**src/rtl/aes_key_expand_seq.sv**
```systemverilog
// Iterative AES key schedule: emits one 32-bit expanded-key word per clock for 128/192/256-bit keys.
// Define AES_KEYEXP_RK_PACK_EN to add the packed 128-bit round-key outputs (rk_valid_o/rk_round_o/rk_out_o).

module aes_sbox (
  input  logic [7:0] a_i,
  output logic [7:0] s_o
);
  function automatic logic [7:0] gf_mul(input logic [7:0] x, input logic [7:0] y);
    logic [7:0] p;
    logic [7:0] t;
    p = 8'h00;
    t = x;
    for (int b = 0; b < 8; b++) begin
      if (y[b]) p = p ^ t;
      t = {t[6:0], 1'b0} ^ (t[7] ? 8'h1b : 8'h00);
    end
    return p;
  endfunction

  // Multiplicative inverse as x^254 (maps 0 to 0), built from repeated squaring.
  function automatic logic [7:0] gf_inv(input logic [7:0] x);
    logic [7:0] sq;
    logic [7:0] acc;
    sq  = x;
    acc = 8'h01;
    for (int k = 1; k < 8; k++) begin
      sq  = gf_mul(sq, sq);
      acc = gf_mul(acc, sq);
    end
    return acc;
  endfunction

  logic [7:0] inv;
  assign inv = gf_inv(a_i);
  assign s_o = inv ^ {inv[6:0], inv[7]} ^ {inv[5:0], inv[7:6]} ^
               {inv[4:0], inv[7:5]} ^ {inv[3:0], inv[7:4]} ^ 8'h63;
endmodule

module aes_sub_word #(
  parameter int NUM_LANES = 4
) (
  input  logic [NUM_LANES-1:0][7:0] w_i,
  output logic [NUM_LANES-1:0][7:0] w_o
);
  for (genvar l = 0; l < NUM_LANES; l++) begin : g_lane
    aes_sbox u_sbox (.a_i(w_i[l]), .s_o(w_o[l]));
  end
endmodule

module aes_rot_word (
  input  logic [31:0] w_i,
  output logic [31:0] w_o
);
  assign w_o = {w_i[23:0], w_i[31:24]};
endmodule

module aes_key_expand_seq #(
  parameter int KEY_SIZE = 128
) (
  input  logic                clk_i,
  input  logic                rst_ni,
  input  logic                start_i,
  input  logic [KEY_SIZE-1:0] key_in_i,
  output logic                busy_o,
  output logic                done_o,
  output logic                w_valid_o,
  output logic [5:0]          w_index_o,
  output logic [31:0]         w_out_o
`ifdef AES_KEYEXP_RK_PACK_EN
  ,
  output logic                rk_valid_o,
  output logic [3:0]          rk_round_o,
  output logic [127:0]        rk_out_o
`endif
);
  localparam int NK          = KEY_SIZE / 32;
  localparam int NR          = NK + 6;
  localparam int TOTAL_WORDS = 4 * (NR + 1);

  localparam logic [1:0] S_IDLE   = 2'd0;
  localparam logic [1:0] S_LOAD   = 2'd1;
  localparam logic [1:0] S_EXPAND = 2'd2;
  localparam logic [1:0] S_FINISH = 2'd3;

  if (KEY_SIZE != 128 && KEY_SIZE != 192 && KEY_SIZE != 256) begin : g_bad_key_size
    $error("aes_key_expand_seq: KEY_SIZE must be 128, 192 or 256");
  end

  logic [1:0]           state_q, state_d;
  logic [5:0]           idx_q, idx_d;
  logic [2:0]           mod_q, mod_d, mod_nxt;
  logic [7:0]           rcon_q, rcon_d;
  // win_q[0] is w[i-Nk], win_q[NK-1] is w[i-1]
  logic [NK-1:0][31:0]  win_q, win_d;

  logic [31:0] prev_w, rot_w, sub_in, sub_w, temp_w, new_w, load_w;

  assign prev_w = win_q[NK-1];

  aes_rot_word u_rot (.w_i(prev_w), .w_o(rot_w));

  assign sub_in = (mod_q == 3'd0) ? rot_w : prev_w;

  aes_sub_word #(.NUM_LANES(4)) u_sub (.w_i(sub_in), .w_o(sub_w));

  always_comb begin
    temp_w = prev_w;
    if (mod_q == 3'd0)                 temp_w = sub_w ^ {rcon_q, 24'h0};
    else if (NK == 8 && mod_q == 3'd4) temp_w = sub_w;
  end

  assign new_w   = win_q[0] ^ temp_w;
  assign mod_nxt = (mod_q == 3'(NK-1)) ? 3'd0 : mod_q + 3'd1;

  // During LOAD the wrap counter equals the key word index.
  always_comb begin
    load_w = 32'h0;
    for (int j = 0; j < NK; j++)
      if (mod_q == 3'(j)) load_w = win_q[j];
  end

  always_comb begin
    state_d = state_q;
    idx_d   = idx_q;
    mod_d   = mod_q;
    rcon_d  = rcon_q;
    win_d   = win_q;
    case (state_q)
      S_IDLE: begin
        if (start_i) begin
          state_d = S_LOAD;
          idx_d   = 6'd0;
          mod_d   = 3'd0;
          rcon_d  = 8'h01;
          for (int j = 0; j < NK; j++) win_d[j] = key_in_i[KEY_SIZE-1-32*j -: 32];
        end
      end
      S_LOAD: begin
        idx_d = idx_q + 6'd1;
        mod_d = mod_nxt;
        if (mod_q == 3'(NK-1)) state_d = S_EXPAND;
      end
      S_EXPAND: begin
        idx_d = idx_q + 6'd1;
        mod_d = mod_nxt;
        win_d = {new_w, win_q[NK-1:1]};
        if (mod_q == 3'd0) rcon_d = {rcon_q[6:0], 1'b0} ^ (rcon_q[7] ? 8'h1b : 8'h00);
        if (idx_q == 6'(TOTAL_WORDS-1)) state_d = S_FINISH;
      end
      S_FINISH: state_d = S_IDLE;
      default:  state_d = S_IDLE;
    endcase
  end

  always_ff @(posedge clk_i or negedge rst_ni) begin
    if (!rst_ni) begin
      state_q <= S_IDLE;
      idx_q   <= 6'd0;
      mod_q   <= 3'd0;
      rcon_q  <= 8'h01;
      win_q   <= '0;
    end else begin
      state_q <= state_d;
      idx_q   <= idx_d;
      mod_q   <= mod_d;
      rcon_q  <= rcon_d;
      win_q   <= win_d;
    end
  end

  assign busy_o    = (state_q == S_LOAD) || (state_q == S_EXPAND);
  assign w_valid_o = busy_o;
  assign done_o    = (state_q == S_FINISH);
  assign w_index_o = busy_o ? idx_q : 6'd0;
  assign w_out_o   = (state_q == S_LOAD)   ? load_w :
                     (state_q == S_EXPAND) ? new_w  : 32'h0;

`ifdef AES_KEYEXP_RK_PACK_EN
  logic [3:0][31:0] rk_hold_q;
  logic             rk_valid_q;
  logic [3:0]       rk_round_q;
  logic             rk_last;

  assign rk_last = w_valid_o && (w_index_o[1:0] == 2'd3);

  always_ff @(posedge clk_i or negedge rst_ni) begin
    if (!rst_ni) begin
      rk_hold_q  <= '0;
      rk_valid_q <= 1'b0;
      rk_round_q <= 4'd0;
    end else begin
      rk_valid_q <= rk_last;
      if (w_valid_o) rk_hold_q[w_index_o[1:0]] <= w_out_o;
      if (rk_last)   rk_round_q <= w_index_o[5:2];
    end
  end

  assign rk_valid_o = rk_valid_q;
  assign rk_round_o = rk_round_q;
  assign rk_out_o   = {rk_hold_q[0], rk_hold_q[1], rk_hold_q[2], rk_hold_q[3]};
`endif
endmodule
```
**config.mk**
```make
export PLATFORM = sky130hd
export DESIGN_NAME = aes_key_expand_seq
export DESIGN_NICKNAME = d
export VERILOG_FILES = /design/src/rtl/aes_key_expand_seq.sv
export SDC_FILE = /design/constraint.sdc
export NUM_CORES = 2
export LEC_CHECK = 0
export ABC_AREA = 0
export CORE_ASPECT_RATIO = 1.2
export CORE_MARGIN = 3
export CORE_UTILIZATION = 36
export DETAILED_ROUTE_END_ITERATION = 10
export PLACE_DENSITY_LB_ADDON = 0.3
export SYNTH_ARGS = -nofsm -noshare
export SYNTH_HDL_FRONTEND = slang
export SYNTH_SLANG_ARGS = --single-unit
```
**constraint.sdc**
```tcl
create_clock -name clk_i -period 54 [get_ports clk_i]
set_input_delay 10.8 -clock clk_i [delete_from_list [all_inputs] [get_ports clk_i]]
set_output_delay 10.8 -clock clk_i [all_outputs]
set_load 0.02 [all_outputs]
```
==> flow_summary.ini <==
[sta]
finalHoldViolCount = 0
fin_skew_ns = 0.0234
period_minus_slack_ns = 33.01
worst_slew_pin_slew_ns = 1.22
setup-tns-final_ns = 0
finalMaxSlewViolations = 0
grt_setup_unrepaired = false
finalSetupViolations = 0
relSlewSlack_pct = 18.1
min_period_over_period_pct = 61.1
fmax_ghz = 0.0303

[clocking]
post_cts_buffers = 0
cts_buffer_depth = 2
clk_latency_ns = 0.49
numCtsBuffers = 17
cts.repair.resized = 0
cts.clk_slew.worst_paths_ns = 0.07
root_buffer = clkbuf_16
cts.sinks = 147
cts_tree = yes
hold_buffers = 0
cts.htree.levels = 4

[setup_path]
arrival_ns = 22.21
critPathMaxStageDelay_ns = 0.85
crit_path_max_fanout = 39
crit_path_end_kind = primary output
cpMaxStageDelayCell = xnor2_2
rr_endpoint = prev_w[28]
crit_required_ns = 43.20
cp_num_buf_inv = 9
timing.rr.start = mod_q[0]
critPathLaunchType = flip-flop
path_class = flip-flop to primary output
crit_family = XOR/XNOR gates
reg2reg_depth = 66
r2r_slack_ns = 32.70

[synth]
syn_area_sq_um = 64900
yosysSeqAreaShare_pct = 5.67
syn_inst = 8568
yosysTopAreaCellShare_pct = 22.4
async_flop_share_pct = 100
synthAdderAreaFrac_pct = 0.601
synth_top_family_by_area = XOR/XNOR gates
synthTopCellsByArea = xnor2_1, xnor3_1, nor2_1
avgSynthCellArea_sq_um = 7.58
synth_edf_count = 0
ys.flop_type = dfrtp_1
synth_mux_area_share_pct = 6.70
synth_top_cell_by_area = xnor2_1
synth_warnings = 0
synth_compound_area_share_pct = 16.9
synthesis.nets = 8727
synth-simple-area-share_pct = 19.6
ys_types = 134
ys_ff_latch = 147
synth_xor_area_share_pct = 45.8

[routing]
finalWirelength_microns = 209000
ant_nets = 0
wl_per_cell_microns = 19.3
dr.pass1.iters = 6
vias = 60700
routed_via_density = 5.59
drt_iter0_drc = 5551
drc = 0

[floorplan]
start_util_pct = 36.2
die_w_microns = 394
rows = 170
ioPinCount = 172
core_sq_um = 179000
die_h_microns = 471
die_area_sq_um = 185000

[global_routing]
groute.usage.overall_pct = 21.4
grt_pass1_vias = 57300
grt-ovfl-total = 0
grt_use_met2_pct = 36.1
grt_pass1_wl_microns = 330000
grt_busiest_layer = met2
grt_use_met3_pct = 2.32
antenna_found_initial = 10
grt_start_max_net_pins = 109
use_met1_pct = 29.1

[cells_and_area]
area_delta_synth_final_pct = 7.79
drive_above_1_share_pct = 9.58
nets = 8588

[min_path]
min_to = win_q[88]
holdPathStages = 2
holdCritStartpoint = win_q[88]
hp-class = flip-flop to flip-flop

[run_status]
status = finished, final reports clean

[place]
gp_congestion = 0.929
portBuffers = 171
hpwl_microns = 154000

[run]
cap_violations = 0
[stage by stage]
step / std cells / hold WS (ns) / worst slack (ns) / util, % / cell area [sq um]
5_1_grt: 10900 / 0.537 / 19.42 / 39.1 / 70000
4_1_cts: 10900 / 0.514 / 21.13 / 39.1 / 70000
2_1_floorplan: 8568 / 0.471 / 26.17 / - / 64900
3_5_place_dp: 10800 / 0.498 / 21.67 / 38.8 / 69400
3_3_place_gp: 10800 / 0.488 / 22.15 / 38.8 / 69400
6_report: 10900 / 0.507 / 20.99 / 39.1 / 70000
[worst max path at each step]
stage | from | end | slack [ns] | cells after the start
after floorplan | mod_q[0] | w_out_o[27] | 26.17 | 78
after global placement | mod_q[0] | w_out_o[29] | 22.15 | 69
after detailed placement | mod_q[0] | w_out_o[29] | 21.67 | 68
after CTS | mod_q[0] | w_out_o[29] | 21.13 | 68
after global routing | mod_q[0] | w_out_o[27] | 19.42 | 67
final | mod_q[0] | w_out_o[29] | 20.99 | 67
[tightest hold or removal path, stage by stage, from the launching register on]
cell	delay, ns
dfrtp_1	0.36
nand2_1	0.05
o21ai_0	0.06
[area by class of cell]
class	count	area, sq um
fill	18500	109000
multi-input combinational	7728	58600
timing repair buffer	439	3720
sequential	147	3680
tap	2408	3010
clock buffer	19	453
inverter	96	363
clock inverter	13	118
antenna	2	5.00
[flip-flops by register name, summed over array words and instances, names as in the netlist]
register / count
win_q: 96
state_q: 2
rcon_q: 8
idx_q: 6
prev_w: 32
mod_q: 3
[layout by cell type (no fill, tap or decap), drive strengths merged, types with 60 or more instances in the layout]
cell type	count
xnor2	1842
nor2	1288
nand2	831
xor2	522
o21ai	488
a21oi	451
mux2i	351
buf	269
xnor3	265
nor3	207
clkdlybuf4s50	170
nand3	147
dfrtp	146
o22ai	114
inv	97
nor2b	93
a211oi	83
a31oi	78
nand2b	74
a221oi	62
mux2	60
[layer usage]
layer / vias to the layer above / wire (microns)
met3: 278 / 13400
met2: 2155 / 98900
li1: 29000 / -
met5: - / 27
met1: 29200 / 92100
met4: 4 / 4970
[Yosys cell counts (all sizes together), types with 93 or more instances]
master and instances:
a21oi 451, xor2 522, nand3 147, nor3 207, o21ai 488, buf 238
xnor3 265, clkbuf 359, nor2 1288, nand2 831, mux2i 351, dfrtp 146
nor2b 93, o22ai 114, xnor2 1842
[kinds of logic after synthesis]
kind of cell               Yosys count
DFF                                147
adders and majority gates           32
xor gates and xnor gates          2654
and+or+nand+nor                   2913
buffers and inverters              693
muxes                              411
AOI/OAI and AO/OA                 1718
Power is left out: the tool's default activity adds up to more than one toggle a clock period on the data nets, which glitch-free logic cannot reach.
